### config.mk
export PLATFORM = sky130hd
export DESIGN_NAME = logicnet_layer_seq_flat
export DESIGN_NICKNAME = d
export VERILOG_FILES = /design/src/rtl/logicnet_layer_seq_if.sv /design/src/rtl/logicnet_layer_seq.sv /design/src/flat_wrapper.sv
export SDC_FILE = /design/constraint.sdc
export NUM_CORES = 2
export LEC_CHECK = 0
export BUFFER_PORTS_ARGS = -buffer_cell sky130_fd_sc_hd__buf_2
export CAP_MARGIN = 25
export CORE_UTILIZATION = 50
export DETAILED_ROUTE_END_ITERATION = 8
export PLACE_DENSITY_LB_ADDON = 0.15
export SLEW_MARGIN = 20
export SYNTH_ARGS = -nofsm -noshare
export SYNTH_HDL_FRONTEND = slang
export SYNTH_SLANG_ARGS = --single-unit
### constraint.sdc
create_clock -name clk -period 3.3 [get_ports clk]
set_input_delay 0.33 -clock clk [delete_from_list [all_inputs] [get_ports clk]]
set_output_delay 0.33 -clock clk [all_outputs]
set_load 0.05 [all_outputs]
### src/rtl/logicnet_layer_seq_if.sv
// Configuration, stream handshake and status bundle for logicnet_layer_seq.
// The slave modport is the sequencer side; the master modport is the surrounding pipeline.
interface logicnet_layer_seq_if #(
  parameter int IN_ACTS = 16,
  parameter int IN_BW   = 2,
  parameter int NEURONS = 8,
  parameter int OUT_BW  = 2
);
  logic                        cfg_we;
  logic                        cfg_sel;
  logic [15:0]                 cfg_addr;
  logic [15:0]                 cfg_wdata;
  logic                        cfg_err;
  logic                        s_valid;
  logic                        s_ready;
  logic [IN_ACTS*IN_BW-1:0]    s_data;
  logic                        m_valid;
  logic                        m_ready;
  logic [NEURONS*OUT_BW-1:0]   m_data;
  logic                        busy;
  logic [15:0]                 perf_frames;
  logic [15:0]                 perf_stall;

  modport master (
    output cfg_we, cfg_sel, cfg_addr, cfg_wdata, s_valid, s_data, m_ready,
    input  cfg_err, s_ready, m_valid, m_data, busy, perf_frames, perf_stall
  );

  modport slave (
    input  cfg_we, cfg_sel, cfg_addr, cfg_wdata, s_valid, s_data, m_ready,
    output cfg_err, s_ready, m_valid, m_data, busy, perf_frames, perf_stall
  );
endinterface

### src/rtl/logicnet_layer_seq.sv
// Time-multiplexed evaluator for one sparse LogicNet layer: one neuron per FETCH/LOOK/STORE pass.
// Define LOGICNET_LAYER_SEQ_PERF_EN to build the saturating frame and stall counters.
module logicnet_layer_seq #(
  parameter int IN_ACTS = 16,
  parameter int IN_BW   = 2,
  parameter int FANIN   = 3,
  parameter int NEURONS = 8,
  parameter int OUT_BW  = 2
) (
  input  logic                clk,
  input  logic                rst_n,
  logicnet_layer_seq_if.slave io
);
  localparam int TA    = FANIN * IN_BW;
  localparam int IW    = (IN_ACTS > 1) ? $clog2(IN_ACTS) : 1;
  localparam int NW    = (NEURONS > 1) ? $clog2(NEURONS) : 1;
  localparam int SW    = (FANIN > 1) ? $clog2(FANIN) : 1;
  localparam int DEPTH = NEURONS * (2 ** TA);

  typedef enum logic [2:0] {IDLE, FETCH, LOOK, STORE, OUT} state_t;

  state_t                      state;
  logic [NW-1:0]               n;
  logic                        s_ready_r;
  logic                        m_valid_r;
  logic                        busy_r;
  logic                        cfg_err_r;
  logic [NEURONS*OUT_BW-1:0]   m_data_r;

  // Truth tables addressed {neuron, entry}; connectivity keeps an out-of-range flag above the index.
  logic [OUT_BW-1:0]           tbl_mem  [DEPTH];
  logic [IW:0]                 conn_mem [NEURONS][FANIN];

  logic [IN_ACTS*IN_BW-1:0]    in_reg;
  logic [IW:0]                 conn_rd_p0 [FANIN];
  logic [OUT_BW-1:0]           tbl_rd_p1;
  logic [TA-1:0]               look_addr;

  logic [15:0]                 tbl_nrn;
  logic [TA-1:0]               tbl_ent;
  logic [15:0]                 conn_nrn;
  logic [SW-1:0]               conn_slot;
  logic                        conn_oor;
  logic                        cfg_in_range;
  logic                        cfg_go;
  logic                        accept;

  assign tbl_nrn   = io.cfg_addr >> TA;
  assign tbl_ent   = io.cfg_addr[TA-1:0];
  assign conn_nrn  = io.cfg_addr >> SW;
  assign conn_slot = io.cfg_addr[SW-1:0];
  assign conn_oor  = (io.cfg_wdata >= 16'(IN_ACTS));

  assign cfg_in_range = io.cfg_sel ? ((conn_nrn < 16'(NEURONS)) && (32'(conn_slot) < FANIN))
                                   : (tbl_nrn < 16'(NEURONS));
  assign cfg_go = io.cfg_we && (state == IDLE) && cfg_in_range;
  assign accept = (state == IDLE) && io.s_valid;

  always_ff @(posedge clk) begin
    if (cfg_go && !io.cfg_sel)
      tbl_mem[{tbl_nrn[NW-1:0], tbl_ent}] <= io.cfg_wdata[OUT_BW-1:0];
    if (cfg_go && io.cfg_sel)
      conn_mem[conn_nrn[NW-1:0]][conn_slot] <= {conn_oor, io.cfg_wdata[IW-1:0]};
  end

  // Slot 0 lands in the address MSBs; a flagged index contributes a zero activation.
  always_comb begin
    look_addr = '0;
    for (int k = 0; k < FANIN; k++) begin
      if (!conn_rd_p0[k][IW])
        look_addr[(FANIN-1-k)*IN_BW +: IN_BW] = in_reg[conn_rd_p0[k][IW-1:0]*IN_BW +: IN_BW];
    end
  end

  // p0: connectivity row of neuron n (FETCH); p1: truth-table entry (LOOK)
  always_ff @(posedge clk) begin
    if (accept)
      in_reg <= io.s_data;
    if (state == FETCH)
      conn_rd_p0 <= conn_mem[n];
    if (state == LOOK)
      tbl_rd_p1 <= tbl_mem[{n, look_addr}];
  end

  always_ff @(posedge clk or negedge rst_n) begin
    if (!rst_n) begin
      state     <= IDLE;
      n         <= '0;
      s_ready_r <= 1'b1;
      m_valid_r <= 1'b0;
      busy_r    <= 1'b0;
      cfg_err_r <= 1'b0;
      m_data_r  <= '0;
    end else begin
      cfg_err_r <= io.cfg_we && !((state == IDLE) && cfg_in_range);
      unique case (state)
        IDLE: begin
          if (io.s_valid) begin
            state     <= FETCH;
            n         <= '0;
            s_ready_r <= 1'b0;
            busy_r    <= 1'b1;
          end
        end
        FETCH: state <= LOOK;
        LOOK:  state <= STORE;
        STORE: begin
          m_data_r[n*OUT_BW +: OUT_BW] <= tbl_rd_p1;
          if (32'(n) == NEURONS - 1) begin
            state     <= OUT;
            m_valid_r <= 1'b1;
          end else begin
            n     <= n + 1'b1;
            state <= FETCH;
          end
        end
        OUT: begin
          if (io.m_ready) begin
            state     <= IDLE;
            m_valid_r <= 1'b0;
            s_ready_r <= 1'b1;
            busy_r    <= 1'b0;
          end
        end
        default: state <= IDLE;
      endcase
    end
  end

  assign io.s_ready = s_ready_r;
  assign io.m_valid = m_valid_r;
  assign io.m_data  = m_data_r;
  assign io.busy    = busy_r;
  assign io.cfg_err = cfg_err_r;

`ifdef LOGICNET_LAYER_SEQ_PERF_EN
  function automatic logic [15:0] sat_inc16(input logic [15:0] v);
    return (v == 16'hFFFF) ? v : v + 16'd1;
  endfunction

  logic [15:0] frames_q;
  logic [15:0] stall_q;

  always_ff @(posedge clk or negedge rst_n) begin
    if (!rst_n) begin
      frames_q <= '0;
      stall_q  <= '0;
    end else if (state == OUT) begin
      if (io.m_ready)
        frames_q <= sat_inc16(frames_q);
      else
        stall_q <= sat_inc16(stall_q);
    end
  end

  assign io.perf_frames = frames_q;
  assign io.perf_stall  = stall_q;
`else
  assign io.perf_frames = '0;
  assign io.perf_stall  = '0;
`endif
endmodule

### src/flat_wrapper.sv
// flat-port wrapper written by rule: the top's interface ports become plain ports
module logicnet_layer_seq_flat 
#(
  parameter int IN_ACTS = 16,
  parameter int IN_BW   = 2,
  parameter int FANIN   = 3,
  parameter int NEURONS = 8,
  parameter int OUT_BW  = 2
)
  (clk, rst_n, io_cfg_we, io_cfg_sel, io_cfg_addr, io_cfg_wdata, io_s_valid, io_s_data, io_m_ready, io_cfg_err, io_s_ready, io_m_valid, io_m_data, io_busy, io_perf_frames, io_perf_stall);
  logicnet_layer_seq_if #(.IN_ACTS(IN_ACTS), .IN_BW(IN_BW), .NEURONS(NEURONS), .OUT_BW(OUT_BW)) io_i ();
  input  logic clk;
  input  logic rst_n;
  input wire logic [$bits(io_i.cfg_we)-1:0] io_cfg_we;
  input wire logic [$bits(io_i.cfg_sel)-1:0] io_cfg_sel;
  input wire logic [$bits(io_i.cfg_addr)-1:0] io_cfg_addr;
  input wire logic [$bits(io_i.cfg_wdata)-1:0] io_cfg_wdata;
  input wire logic [$bits(io_i.s_valid)-1:0] io_s_valid;
  input wire logic [$bits(io_i.s_data)-1:0] io_s_data;
  input wire logic [$bits(io_i.m_ready)-1:0] io_m_ready;
  output wire logic [$bits(io_i.cfg_err)-1:0] io_cfg_err;
  output wire logic [$bits(io_i.s_ready)-1:0] io_s_ready;
  output wire logic [$bits(io_i.m_valid)-1:0] io_m_valid;
  output wire logic [$bits(io_i.m_data)-1:0] io_m_data;
  output wire logic [$bits(io_i.busy)-1:0] io_busy;
  output wire logic [$bits(io_i.perf_frames)-1:0] io_perf_frames;
  output wire logic [$bits(io_i.perf_stall)-1:0] io_perf_stall;
  assign io_i.cfg_we = io_cfg_we;
  assign io_i.cfg_sel = io_cfg_sel;
  assign io_i.cfg_addr = io_cfg_addr;
  assign io_i.cfg_wdata = io_cfg_wdata;
  assign io_i.s_valid = io_s_valid;
  assign io_i.s_data = io_s_data;
  assign io_i.m_ready = io_m_ready;
  assign io_cfg_err = io_i.cfg_err;
  assign io_s_ready = io_i.s_ready;
  assign io_m_valid = io_i.m_valid;
  assign io_m_data = io_i.m_data;
  assign io_busy = io_i.busy;
  assign io_perf_frames = io_i.perf_frames;
  assign io_perf_stall = io_i.perf_stall;
  logicnet_layer_seq #(.IN_ACTS(IN_ACTS), .IN_BW(IN_BW), .FANIN(FANIN), .NEURONS(NEURONS), .OUT_BW(OUT_BW)) u_core (.clk(clk), .rst_n(rst_n), .io(io_i));
endmodule
== Yosys cells after proc, flatten, opt, wreduce, memory -nomap -nowiden ==
Memories as Yosys holds them, arrays and structs flattened. A register that Yosys moved wholly into a read port is not among the register bits.
Cells that the tools add are included.

* Register bits after elaboration: 58
* Bits in writable memories: 1144
* Bits of input ports: 70
* Output and inout port bits: 52
* Memories kept: 2

{| class="wikitable"
|+ Memories
! name !! depth !! bits a word !! rd ports !! clocked after memory_dff !! wr ports !! RTL line !! text
|-
| u_core.tbl_mem || 512 || 2 || 1 || 1 || 1 || logicnet_layer_seq.sv:31 || <nowiki>logic [OUT_BW-1:0] tbl_mem [DEPTH];</nowiki>
|-
| u_core.conn_mem || 8 || 15 || 1 || 1 || 1 || logicnet_layer_seq.sv:32 || <nowiki>logic [IW:0] conn_mem [NEURONS][FANIN];</nowiki>
|}

* Add/sub/neg operators: 2
* Magnitude comparators: 6
* Eq/ne operators: 9
* Shift operators: 5
* Multiplexer cells: 26
* Bitwise operators: 1
* Reduce and logical (&&, ||, !) cells: 19

{| class="wikitable"
|+ Operators by type and width
! cell !! count
|-
| variable part select 32 x 6 -> 2 bit || 3
|-
| negator 4 -> 34 bit || 1
|-
| variable shift 2 x 34 -> 16 bit, first input constant || 1
|-
| variable part select 2 x 34 -> 16 bit || 1
|-
| bitwise mux 16 bit || 1
|-
| >= comparator 16 x 5 -> 1 bit, second input constant || 1
|-
| two-way mux 15 bit || 1
|-
| two-way mux 3 bit || 5
|-
| one-hot mux 3 bit (5 select lines) || 1
|-
| less-than comparator 14 x 4 -> 1 bit, second input constant || 1
|-
| demux 5 bit (select 2 bit) || 1
|-
| less-than comparator 10 x 4 -> 1 bit, second input constant || 1
|-
| logical AND 1 bit || 9
|-
| two-way mux 1 bit || 9
|-
| AND reduction 3 bit || 3
|-
| == test 3 x 2 -> 1 bit, second input constant || 2
|-
| == test 3 bit, second input constant || 2
|-
| two-way mux 2 bit || 3
|-
| inequality test 2 bit, second input constant || 3
|-
| one-hot mux 1 bit (2 select lines) || 3
|-
| one-hot mux 3 bit (2 select lines) || 1
|-
| nonzero test 2 bit || 3
|-
| two-way mux 5 bit || 1
|-
| adder 3 x 1 -> 3 bit, second input constant || 1
|-
| other kinds (9) || 10
|}

== Longest topological paths before layout ==
* Depth in word-level cells: 7
* Gate-level depth with buffers: 17
* Mapped depth without buffers: 11

== Worst setup path after synthesis ==
Ideal clock, no wire load.

* Kind: reg2reg
* Start: reg u_core.conn_rd_p0[5] (netlist bit) (read register of u_core.conn_mem)
* End: reg u_core.tbl_rd_p1[1] (read register of u_core.tbl_mem), data pin
* Data arrival time: 2.855 ns
* Path slack: 0.180 ns
* Stages on the path, launching flop included: 13
* Period minus slack after synthesis: 3.120 ns
* Path through: edfxtp_1 buf_4 mux4_2 a22o_1 a21oi_2 nand3_2 nor2_1 a221oi_1 a2111oi_0 nor3_1 a221o_1 o211ai_2 a22oi_2

* Longest elaborated chain between the ends: 2

{| class="wikitable"
|+ RTL lines
! item !! RTL line !! text
|-
| start, declared || logicnet_layer_seq.sv:35 || <nowiki>logic [IW:0] conn_rd_p0 [FANIN];</nowiki>
|-
| variable part select 32 x 6 -> 2 bit || logicnet_layer_seq.sv:71 || <nowiki>look_addr[(FANIN-1-k)*IN_BW +: IN_BW] = in_reg[conn_rd_p0[k][IW-1:0]*IN_BW +: IN_BW];</nowiki>
|-
| two-way mux 2 bit || logicnet_layer_seq.sv:70 || <nowiki>if (!conn_rd_p0[k][IW])</nowiki>
|-
| end, declared || logicnet_layer_seq.sv:36 || <nowiki>logic [OUT_BW-1:0] tbl_rd_p1;</nowiki>
|}

No other way between the ends.
A chain may end at the register's enable or synchronous reset.

== Final worst setup path ==
* Start: reg u_core.conn_rd_p0[0] (netlist bit) (read register of u_core.conn_mem)
* End: reg u_core.tbl_rd_p1[1] (read register of u_core.tbl_mem), data pin

Same word-level chain as after synthesis.

==> results.sh <==
export IMPL_slew_headroom_pct=32.7
export IMPL_track_usage_pct=30.8
export IMPL_critical_path_peak_fanout=18
export IMPL_clk_pin_slew_worst_paths_ns=0.06
export IMPL_yosysTopAreaCellShare_pct=68.7
export IMPL_synth_edf_count=1193
export IMPL_start_kind="register"
export IMPL_htree_levels=4
export IMPL_fillCellCount=8243
export IMPL_async_flop_share_pct=2.13
export IMPL_largest_register_ffs=1024
export IMPL_grt_antenna_before_repair=6
export IMPL_drive_gt1_share_pct=20.9
export IMPL_clockRootBuffer="clkbuf_16"
export IMPL_row_count=118
export IMPL_wl_um=164000
export IMPL_cts_buffers=133
export IMPL_syn_inst=4016
export IMPL_synth_area_leader_cell="edfxtp_1"
export IMPL_dpl_cell_area_um2=57300
export IMPL_overflow=0
export IMPL_violations="negative setup slack"
export IMPL_rsz0062_at_grt="yes"
export IMPL_synth_warnings=0
export IMPL_ir_drop_uv=644
export IMPL_worstPathRequired_ns=3.91
export IMPL_setup_worst_path_class="reg2reg"
export IMPL_drc_errors=0
export IMPL_dr_pass1_iters=6
export IMPL_drtAntennaViolNets=0
export IMPL_gp_routability_congestion=0.911
export IMPL_core_area_um2=103000
export IMPL_synth_area_per_cell_um2=13.0
export IMPL_portBuffers=89
export IMPL_initial_core_util_pct=50.4
export IMPL_hold_class="in2reg"
export IMPL_dieArea_um2=106000
export IMPL_rrSetupSlack_ns=-0.46
export IMPL_finalNonFillerCells=5960
export IMPL_cellLeakagePower_nw=21.1
export IMPL_cp_end_kind="register"
export IMPL_p_per_area_nw_per_um2=1040
export IMPL_clock_latency_ns=0.76
export IMPL_io_pins=122
export IMPL_wl_per_cell_um=27.5
export IMPL_status="finished with violations"
export IMPL_dp_cells=5662
export IMPL_maxSlewViolCount=0
export IMPL_clock_skew_ns=0.0245
export IMPL_viasPerCell=6.24
export IMPL_num_vias=37200
export IMPL_grt_first_pass_wirelength_um=238000
export IMPL_setup_ws_ns=-0.459
export IMPL_fmax_mhz=266
export IMPL_ys_flop_type="edfxtp_1"
export IMPL_drtIter0Drc=4693
export IMPL_design_area_um2=62500
export IMPL_grt_max_degree=135
export IMPL_setup_viol=2
export IMPL_tightest_slew_ns=1.01
export IMPL_synth_area_leaders="edfxtp_1, nor2_1, nand2_1"
export IMPL_finalHoldViolCount=0
export IMPL_period_needed_ns=3.76
export IMPL_cts_max_path_buffers=3
export IMPL_dieHeight_um=325
export IMPL_synth_area_um2=52100
export IMPL_cts_tree="yes"
export IMPL_clkSinkCount=1219
export IMPL_hpwl_um=102000
export IMPL_synth_common_cells="edfxtp_1, nor2_1, nand2_1"
export IMPL_maxCapViolations=0
export IMPL_synth_cell_type_count=88
export IMPL_grt_pass1_vias=36100
export IMPL_layout_nets=4550
export IMPL_fin_setup_tns_ns=-0.905
export IMPL_ys_ff_latch=1219
export IMPL_cp_arrival_ns=4.36
export IMPL_die_x_um=325
export IMPL_synth_seq_area_share_pct=70.0
export IMPL_synth_most_common_cell="edfxtp_1"
export IMPL_finalCritPeriodShare_pct=114
export IMPL_area_growth_syn_to_layout_pct=19.8
logic make-up (layout without fill, tap and decap cells):
group / count (synthesis) / in the layout / share of synthesized area, %
DFF: 1219 / 1219 / 70.0
adders and majority gates: 4 / 4 / 0.0960
muxes: 162 / 162 / 4.29
and+or+nand+nor: 1698 / 1698 / 14.2
buffers and inverters: 344 / 875 / 3.35
AOI/OAI and AO/OA: 588 / 588 / 8.03
other: 1 / 34 / 0.00720
layout by cell type, fill, tap and decap left out, types with 17 or more instances in the layout:
cell | Yosys | final
a211oi_1 | 24 | 24
a21oi_1 | 88 | 86
a221oi_1 | 24 | 18
a311oi_1 | 24 | 22
a31oi_1 | 45 | 44
and3_1 | 49 | 47
buf_12 | 0 | 69
buf_2 | 105 | 88
buf_4 | 42 | 425
clkbuf_1 | 155 | 30
clkbuf_16 | 0 | 140
clkinv_1 | 1 | 25
clkinv_2 | 0 | 21
conb_1 | 1 | 32
dfrtp_1 | 25 | 23
dlygate4sd3_1 | 0 | 38
edfxtp_1 | 1193 | 1193
mux2_2 | 35 | 35
mux2i_1 | 74 | 74
mux4_2 | 44 | 44
nand2_1 | 473 | 457
nand2_2 | 3 | 17
nand3_1 | 58 | 54
nor2_1 | 719 | 714
nor2b_1 | 20 | 19
nor3_1 | 192 | 186
o211ai_1 | 52 | 52
o21ai_0 | 106 | 102
o221ai_1 | 20 | 18
o22ai_1 | 26 | 25
o311ai_0 | 41 | 38
o311ai_1 | 18 | 18
or3_1 | 96 | 96
per-stage QoR:
step / power [mW] / worst slack (ns) / utilization, % / hold WS [ns]
final: 65.0 / -0.459 / 60.3 / 0.0421
after detailed placement: 48.6 / -0.819 / 55.3 / 0.364
after floorplan: 33.0 / 0.180 / - / 0.0344
after CTS: 64.1 / -0.404 / 60.2 / 0.0242
after global placement: 48.6 / -0.897 / 55.3 / 0.364
after global routing: 67.0 / -0.540 / 60.3 / 0.0407
worst max-delay path: stages, from the launching register on:
cell,delay (ns)
edfxtp_1,0.41
buf_12,0.17
mux2i_1,0.19
a32oi_2,0.15
buf_4,0.16
nand4b_4,0.10
and2_4,0.26
buf_12,0.17
buf_12,0.17
buf_12,0.16
mux2i_1,0.10
a221oi_2,0.36
a21oi_1,0.08
o2111ai_1,0.24
nand4_1,0.29
a221o_1,0.44
a22oi_2,0.11
path summary, 6_finish.rpt:
path                                 startpoint                     end  cells past startpoint
min reg2reg                 u_core.io.m_data[6]     u_core.io.m_data[6]                      1
min in group asynchronous                 rst_n         u_core.state[2]                      2
max in group asynchronous                 rst_n             u_core.n[0]                      2
max reg2reg                u_core.conn_rd_p0[0]     u_core.tbl_rd_p1[1]                     16
max                        u_core.conn_rd_p0[0]     u_core.tbl_rd_p1[1]                     16
min                             io_cfg_wdata[1]  u_core.tbl_mem[383][1]                      1
area by class of cell:
| cell class | instances | area [µm²] | area share (%) |
|---|---|---|---|
| repair buffers | 633 | 5570 | 8.92 |
| clock inverters | 65 | 553 | 0.886 |
| multi-input cells | 2484 | 14500 | 23.1 |
| diodes | 2 | 5.00 | 0.00801 |
| flip-flops and latches | 1219 | 36500 | 58.4 |
| inverters | 5 | 18.8 | 0.0301 |
| well taps | 1380 | 1730 | 2.76 |
| clock buffers | 172 | 3640 | 5.83 |
per-layer routing:
| metal | GRT usage, % | vias up | share of wire (%) | wire [µm] |
|---|---|---|---|---|
| li1 | - | 16000 | - | - |
| met1 | 42.3 | 18700 | 40 | 64800 |
| met2 | 48.3 | 2040 | 46 | 75900 |
| met3 | 5.75 | 417 | 9.7 | 15900 |
| met4 | 13.2 | 4 | 4.5 | 7310 |
| met5 | 0 | - | 0.012 | 19 |
power breakdown:
group | internal [mW] | total, mW | switching (mW) | leakage (nW)
Clock | 8.35 | 14.5 | 6.10 | 2.06
Sequential | 17.3 | 17.7 | 0.334 | 11.1
Combinational | 13.1 | 32.9 | 19.8 | 7.87
timing repair:
item	in CTS	in global routing
setup endpoints to repair	2	2
gates cloned	2	0
hold endpoints to repair	64	0
resized for setup	67	19
pin swaps	23	16
hold buffers	38	0
buffers inserted	14	7
Power figures use the tool's default switching activity.
